File: src/rtl/nasti_pkg.sv
// Shared NASTI definitions: maximum field widths, per-channel payload structs,
// payload widths for sizing channel buffers, and response encodings.
package nasti_pkg;

   localparam int NASTI_ID_W   = 16;
   localparam int NASTI_ADDR_W = 64;
   localparam int NASTI_DATA_W = 256;
   localparam int NASTI_USER_W = 8;
   localparam int NASTI_STRB_W = NASTI_DATA_W / 8;

   localparam logic [1:0] RESP_OKAY   = 2'd0;
   localparam logic [1:0] RESP_EXOKAY = 2'd1;
   localparam logic [1:0] RESP_SLVERR = 2'd2;
   localparam logic [1:0] RESP_DECERR = 2'd3;

   typedef struct packed {
      logic [NASTI_ID_W-1:0]   id;
      logic [NASTI_ADDR_W-1:0] addr;
      logic [7:0]              len;
      logic [2:0]              size;
      logic [1:0]              burst;
      logic                    lock;
      logic [3:0]              cache;
      logic [2:0]              prot;
      logic [3:0]              qos;
      logic [3:0]              region;
      logic [NASTI_USER_W-1:0] user;
   } nasti_aw_payload_t;

   typedef nasti_aw_payload_t nasti_ar_payload_t;

   typedef struct packed {
      logic [NASTI_DATA_W-1:0] data;
      logic [NASTI_STRB_W-1:0] strb;
      logic [NASTI_USER_W-1:0] user;
   } nasti_w_payload_t;

   typedef struct packed {
      logic [NASTI_ID_W-1:0]   id;
      logic [1:0]              resp;
      logic [NASTI_USER_W-1:0] user;
   } nasti_b_payload_t;

   typedef struct packed {
      logic [NASTI_ID_W-1:0]   id;
      logic [NASTI_DATA_W-1:0] data;
      logic [1:0]              resp;
      logic [NASTI_USER_W-1:0] user;
   } nasti_r_payload_t;

   localparam int NASTI_AW_PAYLOAD_W = $bits(nasti_aw_payload_t);
   localparam int NASTI_AR_PAYLOAD_W = $bits(nasti_ar_payload_t);
   localparam int NASTI_W_PAYLOAD_W  = $bits(nasti_w_payload_t);
   localparam int NASTI_B_PAYLOAD_W  = $bits(nasti_b_payload_t);
   localparam int NASTI_R_PAYLOAD_W  = $bits(nasti_r_payload_t);

endpackage

File: src/rtl/nasti_buf_mem.sv
// Entry storage for the channel buffer: one write port, one asynchronous read
// port, kept separate so it can be replaced by an SRAM macro.
module nasti_buf_mem
   import nasti_pkg::*;
#(
   parameter int DEPTH  = 4,
   parameter int WIDTH  = 65,
   parameter int ADDR_W = $clog2(DEPTH)
) (
   input  logic              clk,
   input  logic              we,
   input  logic [ADDR_W-1:0] waddr,
   input  logic [WIDTH-1:0]  wdata,
   input  logic [ADDR_W-1:0] raddr,
   output logic [WIDTH-1:0]  rdata
);

   logic [WIDTH-1:0] mem_q [DEPTH];

   always_ff @(posedge clk) begin
      if (we) mem_q[waddr] <= wdata;
   end

   assign rdata = mem_q[raddr];

endmodule

File: src/rtl/nasti_chan_buf.sv
// Channel-agnostic NASTI buffer with optional store-and-forward release of
// whole bursts; pointer, occupancy and burst bookkeeping live here.
module nasti_chan_buf
   import nasti_pkg::*;
#(
   parameter int PAYLOAD_W = 64,
   parameter int DEPTH     = 4,
   parameter bit STORE_FWD = 1'b0,
   parameter int CNT_W     = $clog2(DEPTH + 1)
) (
   input  logic                 clk,
   input  logic                 rst,
   input  logic [PAYLOAD_W-1:0] s_payload,
   input  logic                 s_last,
   input  logic                 s_valid,
   output logic                 s_ready,
   output logic [PAYLOAD_W-1:0] m_payload,
   output logic                 m_last,
   output logic                 m_valid,
   input  logic                 m_ready,
   output logic [CNT_W-1:0]     count,
   output logic [CNT_W-1:0]     bursts,
   output logic                 ovf_err
);

   localparam int PTR_W = $clog2(DEPTH);
   localparam logic [CNT_W-1:0] FULL_CNT = CNT_W'(DEPTH);

   logic [PTR_W-1:0] wr_ptr_q, wr_ptr_d, rd_ptr_q, rd_ptr_d;
   logic [CNT_W-1:0] count_q, count_d, bursts_q, bursts_d;
   logic             s_ready_q, s_ready_d;
   logic             ovf_q, ovf_d;
   logic             push, pop, burst_in, burst_out;

   assign push      = s_valid & s_ready_q;
   assign pop       = m_valid & m_ready;
   assign burst_in  = push & s_last;
   assign burst_out = pop & m_last;

   // In store-and-forward mode a beat is only offered once its burst is complete.
   assign m_valid = STORE_FWD ? ((count_q != '0) && (bursts_q != '0))
                              : (count_q != '0);

   always_comb begin
      wr_ptr_d = wr_ptr_q + PTR_W'(push);
      rd_ptr_d = rd_ptr_q + PTR_W'(pop);

      case ({push, pop})
         2'b10:   count_d = count_q + CNT_W'(1);
         2'b01:   count_d = count_q - CNT_W'(1);
         default: count_d = count_q;
      endcase

      case ({burst_in, burst_out})
         2'b10:   bursts_d = bursts_q + CNT_W'(1);
         2'b01:   bursts_d = bursts_q - CNT_W'(1);
         default: bursts_d = bursts_q;
      endcase

      // Ready is registered from next occupancy so it never depends on m_ready.
      s_ready_d = (count_d != FULL_CNT);
      ovf_d     = ovf_q | (STORE_FWD && (count_q == FULL_CNT) && (bursts_q == '0));
   end

   always_ff @(posedge clk or posedge rst) begin
      if (rst) begin
         wr_ptr_q  <= '0;
         rd_ptr_q  <= '0;
         count_q   <= '0;
         bursts_q  <= '0;
         s_ready_q <= 1'b0;
         ovf_q     <= 1'b0;
      end else begin
         wr_ptr_q  <= wr_ptr_d;
         rd_ptr_q  <= rd_ptr_d;
         count_q   <= count_d;
         bursts_q  <= bursts_d;
         s_ready_q <= s_ready_d;
         ovf_q     <= ovf_d;
      end
   end

   nasti_buf_mem #(
      .DEPTH  (DEPTH),
      .WIDTH  (PAYLOAD_W + 1),
      .ADDR_W (PTR_W)
   ) u_mem (
      .clk   (clk),
      .we    (push),
      .waddr (wr_ptr_q),
      .wdata ({s_last, s_payload}),
      .raddr (rd_ptr_q),
      .rdata ({m_last, m_payload})
   );

   assign s_ready = s_ready_q;
   assign count   = count_q;
   assign bursts  = bursts_q;
   assign ovf_err = ovf_q;

endmodule

File: config.mk
export PLATFORM = sky130hd
export DESIGN_NAME = nasti_chan_buf
export DESIGN_NICKNAME = d
export VERILOG_FILES = /design/src/rtl/nasti_pkg.sv /design/src/rtl/nasti_buf_mem.sv /design/src/rtl/nasti_chan_buf.sv
export SDC_FILE = /design/constraint.sdc
export NUM_CORES = 1
export LEC_CHECK = 0
export BUFFER_PORTS_ARGS = -buffer_cell sky130_fd_sc_hd__buf_2
export CORE_UTILIZATION = 51
export DETAILED_ROUTE_END_ITERATION = 12
export GPL_ROUTABILITY_DRIVEN = 0
export PLACE_DENSITY_LB_ADDON = 0.2
export SLEW_MARGIN = 30
export SYNTH_ARGS = -nofsm -noshare
export SYNTH_HDL_FRONTEND = slang
export SYNTH_HIERARCHICAL = 1
export SYNTH_SLANG_ARGS = --single-unit
File: constraint.sdc
create_clock -name clk -period 5.5 [get_ports clk]
set_input_delay 0.275 -clock clk [delete_from_list [all_inputs] [get_ports clk]]
set_output_delay 0.275 -clock clk [all_outputs]
set_load 0.01 [all_outputs]
==> out/qor.csv, run 1 <==
stage,metric,value,unit
yosys,synth_area_leaders,"edfxtp_1 (78%), mux4_2 (15%), dfrtp_1 (2.8%)",
global_route,grt_antenna_before_repair,0,
floorplan,ios,143,
yosys,yosys_most_used_dff,edfxtp_1,
min_path,holdCritPathClass,primary input to register,
yosys,synth.distinct_cells,24,
yosys,syn_nets,464,
run_status,status,"finished, final reports clean",
cts,cts_tree,yes,
detailed_routing,route.met2.wl,9.00,mm
cts,numCtsBuffers,27,
sta,relSlewSlack,52.9,%
sta,whs,0.173,ns
setup_path,cp_max_fo,35,
yosys,syn_inst,389,
detailed_routing,drt-met1-wl,7.46,mm
sta,fin_tns_setup,0,ns
sta,rsz0062_at_grt,no,
sta,maxSlewViolCount,0,
floorplan,dieArea,0.0202,mm2
yosys,async_flop_share,4.06,%
place,hpwl,10.0,mm
global_route,grt.overflow.total,0,
cts,clock-root-buffer,clkbuf_16,
global_route,grtUsageTotal,18.3,%
detailed_routing,routedWlPerCell,19.6,um
job,cap_violations,0,
yosys,seq_area_frac_synth,80.9,%
yosys,synth_top_area_share,78.1,%
detailed_routing,viasPerCell,5.24,
cts,clockBufferDepth,3,
sta,tightest_slew,0.706,ns
setup_path,crit_type,register to primary output,
yosys,synth_area,0.0100,mm2
detailed_routing,wl,17.5,mm
floorplan,start_util,52.7,%
final_layout,syn_to_final_growth,24.6,%
pwr,p_per_area,513,mW/mm2
sta,clock.fmax,320,MHz
detailed_routing,top_layer_used,met4,
cts,cts-resized-gates,0,
place,placement.io_buffers,141,
cts,insertion_delay,0.51,ns
pwr,p_leak,0.00436,uW
setup_path,startpoint_type,register,
cts,cts_sinks,271,
floorplan,fp-row-count,50,
sta,setup-violations-final,0,
sta,fin_crit_sh,56.8,%
yosys,synth_edf_count,260,
yosys,synth-seq-cells,271,
final_layout,nets,692,
final_layout,stdcell_area,0.0125,mm2
final_layout,utilization,65.7,%
detailed_routing,met3_length,765,um
final_layout,drive_above_1_share,40.2,%
global_route,grt_max_degree,67,
detailed_routing,drt_iter0_drc,292,
yosys,ys_top_cells_by_count,"edfxtp_1 (260), mux4_2 (65), dfrtp_1 (11)",
cts,cts.htree.levels,1,
place,post_dp_cell_area,0.0110,mm2
setup_path,crit_arrival,2.85,ns
yosys,synth.most_common_cell,edfxtp_1,
detailed_routing,postRouteAntennaNets,0,
sta,final_hold_viol_count,0,
sta,layout_min_cycle_time,3.13,ns
detailed_routing,drc,0,
global_route,grt_pass1_wl,27.8,mm
detailed_routing,drtPass1Iterations,4,
floorplan,coreArea,0.0190,mm2
yosys,synth_warnings,6,
cts,cts.clk_slew.worst_paths,0.06,ns
floorplan,die_h,142,um
final_layout,antenna_cells,0,
yosys,syn_avg_cell_area,25.7,um2
sta,skew,0.00837,ns
pwr,vdd_drop_max,0.323,mV
setup_path,required,5.22,ns
global_route,grt_pass1_vias,5234,
setup_path,end_kind,primary output,
detailed_routing,via_count,4692,
floorplan,die_w,142,um
yosys,synth_area_leader_cell,edfxtp_1,
## where the power goes
group	leakage (uW)	switching (uW)	internal, uW
Clock	0.000396	694	991
Sequential	0.00251	237	2710
Combinational	0.00146	880	872
Total	0.00436	1810	4570
## layout make-up
type,count,area [um2]
multi-input combinational,95,1750
inverter,8,30.0
fill,1246,6500
tap,260,325
timing repair buffer,214,1440
sequential,271,8090
clock inverter,14,123
clock buffer,33,698
## kinds of logic (layout without fill, tap and decap cells)
group | Yosys count | after routing | share of synthesized area, %
muxes | 67 | 67 | 14.8
DFF | 271 | 271 | 80.9
AOI/OAI and AO/OA | 2 | 2 | 0.138
buffers and inverters | 23 | 269 | 1.90
other | 1 | 1 | 0.0375
xor gates and xnor gates | 7 | 7 | 0.613
adders and majority gates | 6 | 6 | 0.901
and+or+nand+nor | 12 | 12 | 0.713
## layout by cell type (no fill, tap or decap), types with 5 or more instances in the layout
master,n
clkbuf_1,6
dfrtp_1,9
edfxtp_1,260
inv_1,8
clkbuf_16,27
buf_2,141
buf_4,5
clkinv_1,5
dlygate4sd3_1,66
xor2_1,5
mux4_2,65
## metrics by stage
step                instances  setup WS [ns]  power, uW
finish                    895           2.37       6390
floorplan                 389           1.91       4140
CTS                       894           2.23       6470
global route              895           2.13       6710
global placement          780           2.76       4690
detailed placement        781           2.69       4740
## state kept, by name, indices dropped and copies added (netlist names)
register     count
rd_ptr_q         2
s_ready          1
bursts           3
u_mem/mem_q    260
wr_ptr_q         2
count            3
## path summary, 6_finish.rpt
| path | start | to | slack (ns) | cells after the start |
|---|---|---|---|---|
| max | rd_ptr_q[0]$_DFF_PP0_ | m_payload[21] | 2.37 | 3 |
| min | m_ready | rd_ptr_q[0]$_DFF_PP0_ | 0.17 | 3 |
| max reg2reg | rd_ptr_q[0]$_DFF_PP0_ | bursts[1]$_DFFE_PP0P_ | 2.93 | 6 |
| min reg2reg | bursts[2]$_DFFE_PP0P_ | bursts[2]$_DFFE_PP0P_ | 0.48 | 1 |
| max in group asynchronous | rst | rd_ptr_q[1]$_DFF_PP0_ | 4.85 | 3 |
| min in group asynchronous | rst | wr_ptr_q[1]$_DFF_PP0_ | 0.30 | 3 |
## repair_timing
item	CTS	global route
setup buffers	0	0
hold buffers	66	0
hold endpoints to repair	271	0
## critical path, stage by stage, from the launching register on
cell and delay, ns:
dfrtp_4 0.85, buf_4 0.70, mux4_2 0.62, buf_2 0.16
## metal layers
layer,vias to the layer above,GRT usage [%]
li1,2101,-
met1,2450,24.2
met2,115,31.8
met3,26,3.10
met4,0,4.58
met5,-,0
Note: power is estimated with default switching activity, not from simulation.
==> run 2, diff against run 1 <==
Clock period 5.5 ns to 2.55 ns, I/O delays scaled along.
==> run 2 against run 1 <==
Net effect:
- clock-buffer cell count is 6 higher
- register-to-register slack worse by 2.7 ns
- worst hold slack worse by 0.11 ns
- non-clock buffer count is 8 higher
- total power is 120% higher
- global-route usage is 0.13 points lower
- flip-flop and latch count stayed put
- sequential power is 110% higher
- largest cell class unchanged
- highest routed layer unchanged
==> out/qor.csv, run 2 (synthesized netlist as in run 1, its figures left out) <==
stage,metric,value,unit
detailed_routing,wl,17.8,mm
cts,cts_sinks,271,
final_layout,utilization,66.9,%
sta,relSlewSlack,63.0,%
final_layout,syn_to_final_growth,26.9,%
cts,numCtsBuffers,28,
global_route,grt_antenna_before_repair,0,
final_layout,fill_cells,1268,
setup_path,cpLargestDelayFamily,simple AND/OR/NAND/NOR gates,
setup_path,reg2reg_depth,8,
place,placement.io_buffers,141,
min_path,hp-start,s_valid,
setup_path,crit_buf_inv,1,
final_layout,antenna_cells,0,
sta,setup-violations-final,0,
detailed_routing,drc,0,
setup_path,crit_type,register to register,
setup_path,worstSetupStartpoint,count[2]$_DFF_PP0_,
floorplan,dieArea,0.0202,mm2
detailed_routing,drt_iter0_drc,286,
detailed_routing,routedWlPerCell,19.6,um
pwr,p_leak,0.00448,uW
setup_path,end_kind,register,
cts,cts.htree.levels,1,
floorplan,fp-row-count,50,
pwr,p_per_area,1120,mW/mm2
sta,final_hold_viol_count,0,
sta,skew,0.00820,ns
setup_path,r2r_end,s_ready$_DFF_PP0_,
floorplan,start_util,52.7,%
detailed_routing,postRouteAntennaNets,0,
sta,layout_min_cycle_time,2.35,ns
final_layout,largest_reg_flops,260,
global_route,grt.overflow.total,0,
sta,clock.fmax,425,MHz
sta,rsz0062_at_grt,no,
detailed_routing,via_count,4769,
job,cap_violations,0,
cts,insertion_delay,0.52,ns
detailed_routing,viasPerCell,5.25,
detailed_routing,drtPass1Iterations,4,
place,hpwl,10.3,mm
final_layout,drive_above_1_share,41.7,%
setup_path,crit_arrival,2.76,ns
pwr,finalPower,14200,uW
sta,tightest_slew,0.555,ns
floorplan,ios,143,
setup_path,r2r_slack,0.20,ns
pwr,vdd_drop_max,0.785,mV
floorplan,coreArea,0.0190,mm2
cts,clock-root-buffer,clkbuf_16,
final_layout,layout_commonest_cell,edfxtp_1,
setup_path,cp-endpoint,s_ready$_DFF_PP0_,
cts,cts_tree,yes,
setup_path,required,2.96,ns
run_status,status,"finished, final reports clean",
final_layout,nets,701,
final_layout,largest_register,u_mem/mem_q,
setup_path,cp_slowest_stage_delay,0.42,ns
floorplan,die_w,142,um
sta,maxSlewViolCount,0,
global_route,grtUsageTotal,18.2,%
setup_path,r2r_start,count[2]$_DFF_PP0_,
cts,postCtsSetupBuffers,0,
setup_path,startpoint_type,register,
sta,whs,0.0606,ns
final_layout,stdcell_area,0.0127,mm2
min_path,holdCritPathClass,primary input to register,
cts,clockBufferDepth,3,
final_layout,layout_common_cells,"edfxtp_1 (260), buf_2 (141), dlygate4sd3_1 (67), mux4_2 (65), clkbuf_16 (29)",
global_route,grt_pass1_vias,5186,
cts,cts.clk_slew.worst_paths,0.06,ns
final_layout,multi_input_area,0.00175,mm2
setup_path,crit_chain,or3_1 -> and2_1 -> ha_1 -> inv_1 -> fa_1 -> xor2_1 -> or3_1 -> a211o_1,
setup_path,path_depth,8,
floorplan,die_h,142,um
setup_path,cp_common_cell,or3_1,
final_layout,regArea,0.00809,mm2
global_route,grt_pass1_wl,27.6,mm
global_route,grt_max_degree,66,
setup_path,critical_path.slowest_cell,or3_1,
setup_path,cp_max_fo,4,
sta,fin_crit_sh,92.3,%
place,post_dp_cell_area,0.0111,mm2
==> run 2: changes by cell type in the layout (fill, tap and decap cells not counted), sizes merged <==
cell,change
buf,+7
clkbuf,+6
clkinv,+1
clkinvlp,-1
dlygate4sd3,+1
inv,-1
==> run 2: report_power, final <==
part	switching [uW]	leakage (uW)	internal (uW)
logic	2200	0.00151	1980
clock network	1560	0.000457	2410
registers	232	0.00251	5850
total	3990	0.00448	10200
==> run 2: timing repair <==
item / CTS / global route
gates resized for setup: 0 / 0
hold endpoints to repair: 272 / 0
hold buffers: 67 / 0
==> run 2: worst register-to-register path, delay by kind of cell (launching register included) <==
| kind | cells | cell delay, ns |
|---|---|---|
| flops | 1 | 0.41 |
| compound gates | 1 | 0.30 |
| xor+xnor | 1 | 0.09 |
| fa+ha+maj | 2 | 0.41 |
| simple gates | 3 | 0.96 |
| buf+inv | 1 | 0.08 |
==> run 2: worst min path at each step <==
stage                            endpoint  cells after the start  slack [ns]
floorplan           bursts[0]$_DFFE_PP0P_                      1       -0.02
global placement    bursts[0]$_DFFE_PP0P_                      2        0.13
detailed placement     count[2]$_DFF_PP0_                      2        0.14
CTS                 wr_ptr_q[0]$_DFF_PP0_                      4        0.03
global route        wr_ptr_q[0]$_DFF_PP0_                      4        0.05
finish              wr_ptr_q[0]$_DFF_PP0_                      4        0.06
==> run 2: final cells by class <==
type / instances / share of cell area (%)
clock inverter: 13 / 0.888
inverter: 8 / 0.237
tap: 260 / 2.56
clock buffer: 39 / 6.41
sequential: 271 / 63.8
timing repair buffer: 222 / 12.3
multi-input combinational: 95 / 13.8
==> run 2: metrics by stage <==
| stage | instances | setup WS [ns] | TNS (ns) |
|---|---|---|---|
| final | 908 | 0.195 | 0 |
| after global placement | 788 | 0.367 | 0 |
| after floorplan | 389 | -0.127 | -8.28 |
| after CTS | 908 | 0.154 | 0 |
| after detailed placement | 789 | 0.238 | 0 |
| after global routing | 908 | 0.0883 | 0 |
==> run 2: routing by layer <==
metal | global-route usage (%) | wire (um)
met5 | 0 | 0
met4 | 5.32 | 291
met3 | 3.53 | 951
met2 | 31.7 | 9140
met1 | 23.3 | 7380
==> run 3, diff against run 2 <==
Settings changed: BUFFER_PORTS_ARGS -buffer_cell sky130_fd_sc_hd__buf_2 to default, CORE_UTILIZATION 51 to 56, DONT_BUFFER_PORTS from default to 1.
==> run 3 against run 2 <==
Net effect:
- first-iteration DRC count decreased by 14%
- highest routed layer is now met5
- setup slack lost 0.052 ns
- flip-flop and latch count stayed put
- largest power group unchanged
- wire length fell by 6.7%
- critical path type unchanged
- final cell count shrank 20%
- sequential share of layout area increased by 4.7 points
- worst hold slack got worse by 0.0090 ns
- die area is 8.8% lower
- cell area decreased by 6.8%
- clock skew hardly changed
==> out/qor.csv, run 3 (synthesized netlist as in run 1, its figures left out) <==
stage,metric,value,unit
sta,final_hold_viol_count,0,
sta,whs,0.0516,ns
sta,relSlewSlack,61.8,%
sta,tightest_slew,0.573,ns
sta,fin_crit_sh,94.4,%
sta,setup-violations-final,0,
floorplan,start_util,57.6,%
setup_path,crit_arrival,2.80,ns
place,hpwl,9.25,mm
sta,rsz0062_at_grt,no,
final_layout,layout_common_cells,"edfxtp_1 (260), dlygate4sd3_1 (68), mux4_2 (65), clkbuf_16 (27), clkbuf_1 (11)",
cts,insertion_delay,0.51,ns
setup_path,crit_type,register to register,
final_layout,utilization,68.1,%
cts,cts.clk_slew.worst_paths,0.06,ns
detailed_routing,viasPerCell,5.81,
sta,fin_tns_setup,0,ns
setup_path,r2r_slack,0.14,ns
detailed_routing,drc,0,
final_layout,drive_above_1_share,23.4,%
global_route,grt.overflow.total,0,
final_layout,nets,559,
final_layout,largest_reg_flops,260,
detailed_routing,drt_iter0_drc,246,
cts,cts_tree,yes,
min_path,hp-start,m_ready,
global_route,grt_pass1_vias,4701,
detailed_routing,drtPass1Iterations,4,
global_route,grt_pass1_wl,25.5,mm
min_path,holdPathEnd,bursts[0]$_DFFE_PP0P_,
sta,maxSlewViolCount,0,
cts,cts-resized-gates,0,
setup_path,cp_max_fo,4,
floorplan,fp-row-count,48,
final_layout,antenna_cells,0,
global_route,grtUsageTotal,18.7,%
floorplan,ios,143,
final_layout,fill_cells,1088,
place,placement.io_buffers,0,
setup_path,r2r_end,s_ready$_DFF_PP0_,
floorplan,coreArea,0.0174,mm2
setup_path,reg2reg_depth,8,
global_route,grt_antenna_before_repair,1,
detailed_routing,postRouteAntennaNets,0,
cts,cts.htree.levels,1,
sta,layout_min_cycle_time,2.41,ns
detailed_routing,routedWlPerCell,22.7,um
pwr,p_leak,0.00385,uW
run_status,status,"finished, final reports clean",
min_path,holdCritPathClass,primary input to register,
floorplan,dieArea,0.0184,mm2
min_path,min_path_cells,3,
sta,skew,0.00849,ns
cts,numCtsBuffers,27,
final_layout,largest_register,u_mem/mem_q,
pwr,vdd_drop_max,0.783,mV
detailed_routing,wl,16.6,mm
setup_path,end_kind,register,
setup_path,r2r_start,count[2]$_DFF_PP0_,
cts,clock-root-buffer,clkbuf_16,
final_layout,syn_to_final_growth,18.2,%
final_layout,layout_commonest_cell,edfxtp_1,
cts,cts_sinks,271,
pwr,p_per_area,1110,mW/mm2
global_route,grt_max_degree,66,
setup_path,required,2.95,ns
job,cap_violations,0,
floorplan,die_h,136,um
cts,clockBufferDepth,3,
detailed_routing,via_count,4235,
floorplan,die_w,136,um
setup_path,startpoint_type,register,
sta,clock.fmax,415,MHz
run 3: changes by cell type in the layout (fill, tap and decap cells not counted), moves of 2 or more:
cell	before	now
buf_2	141	0
buf_12	5	7
clkbuf_8	5	1
clkbuf_1	5	11
clkinv_2	6	2
clkbuf_16	29	27
buf_4	8	6
run 3: cell type report:
cell class                      count  area, um2  area share [%]
Multi-Input combinational cell     95       1750            14.8
Clock inverter                     10       73.8           0.625
Inverter                            8       30.0           0.254
Clock buffer                       39        731            6.18
Tap cell                          225        282            2.38
Timing Repair Buffer               81        866            7.33
Sequential cell                   271       8090            68.4
run 3: per-layer routing:
layer	up-vias	global-route usage, %	part of all wire [%]
met5	-	0	0.060
met4	2	5.31	1.6
met3	27	4.45	6.4
met2	124	32.9	52
met1	2250	23.1	40
li1	1832	-	-
run 3: timing repair:
item | in CTS | in global routing
hold buffers | 68 | 0
setup buffers | 0 | 0
hold endpoints to repair | 276 | 0
setup endpoints to repair | 0 | 0
run 3: worst max-delay path, stage by stage (launching register included):
cell and delay (ns):
dfrtp_1 0.43, or3_1 0.47, and2_1 0.21, ha_1 0.20, inv_1 0.07, fa_1 0.17, xor2_1 0.08, or3_1 0.34
a211o_1 0.31
run 3: how the worst max path moves through the flow:
stage / from / to / slack [ns] / cells after the start
2_1_floorplan: s_ready$_DFF_PP0_ / u_mem/mem_q[0][0]$_DFFE_PP_ / -0.13 / 3
3_3_place_gp: count[2]$_DFF_PP0_ / s_ready$_DFF_PP0_ / 0.23 / 8
3_5_place_dp: count[0]$_DFF_PP0_ / s_ready$_DFF_PP0_ / 0.17 / 8
5_1_grt: count[0]$_DFF_PP0_ / s_ready$_DFF_PP0_ / 0.03 / 8
6_report: count[2]$_DFF_PP0_ / s_ready$_DFF_PP0_ / 0.14 / 8
4_1_cts: count[2]$_DFF_PP0_ / s_ready$_DFF_PP0_ / 0.15 / 8
run 3: power by group:
part | leakage (uW) | switching [uW] | total [uW] | internal (uW)
clock | 0.000383 | 1480 | 3560 | 2080
combinational | 0.000960 | 1990 | 3500 | 1510
sequential | 0.00251 | 258 | 6100 | 5840
run 3: per-stage QoR:
step	std cells	cell area (um2)	setup WS [ns]	total power [uW]
after CTS	728	11800	0.149	13400
after global routing	729	11800	0.0283	13800
after global placement	611	10300	0.234	9580
final	729	11800	0.143	13200
after detailed placement	611	10300	0.172	9660
after floorplan	389	10000	-0.127	8920
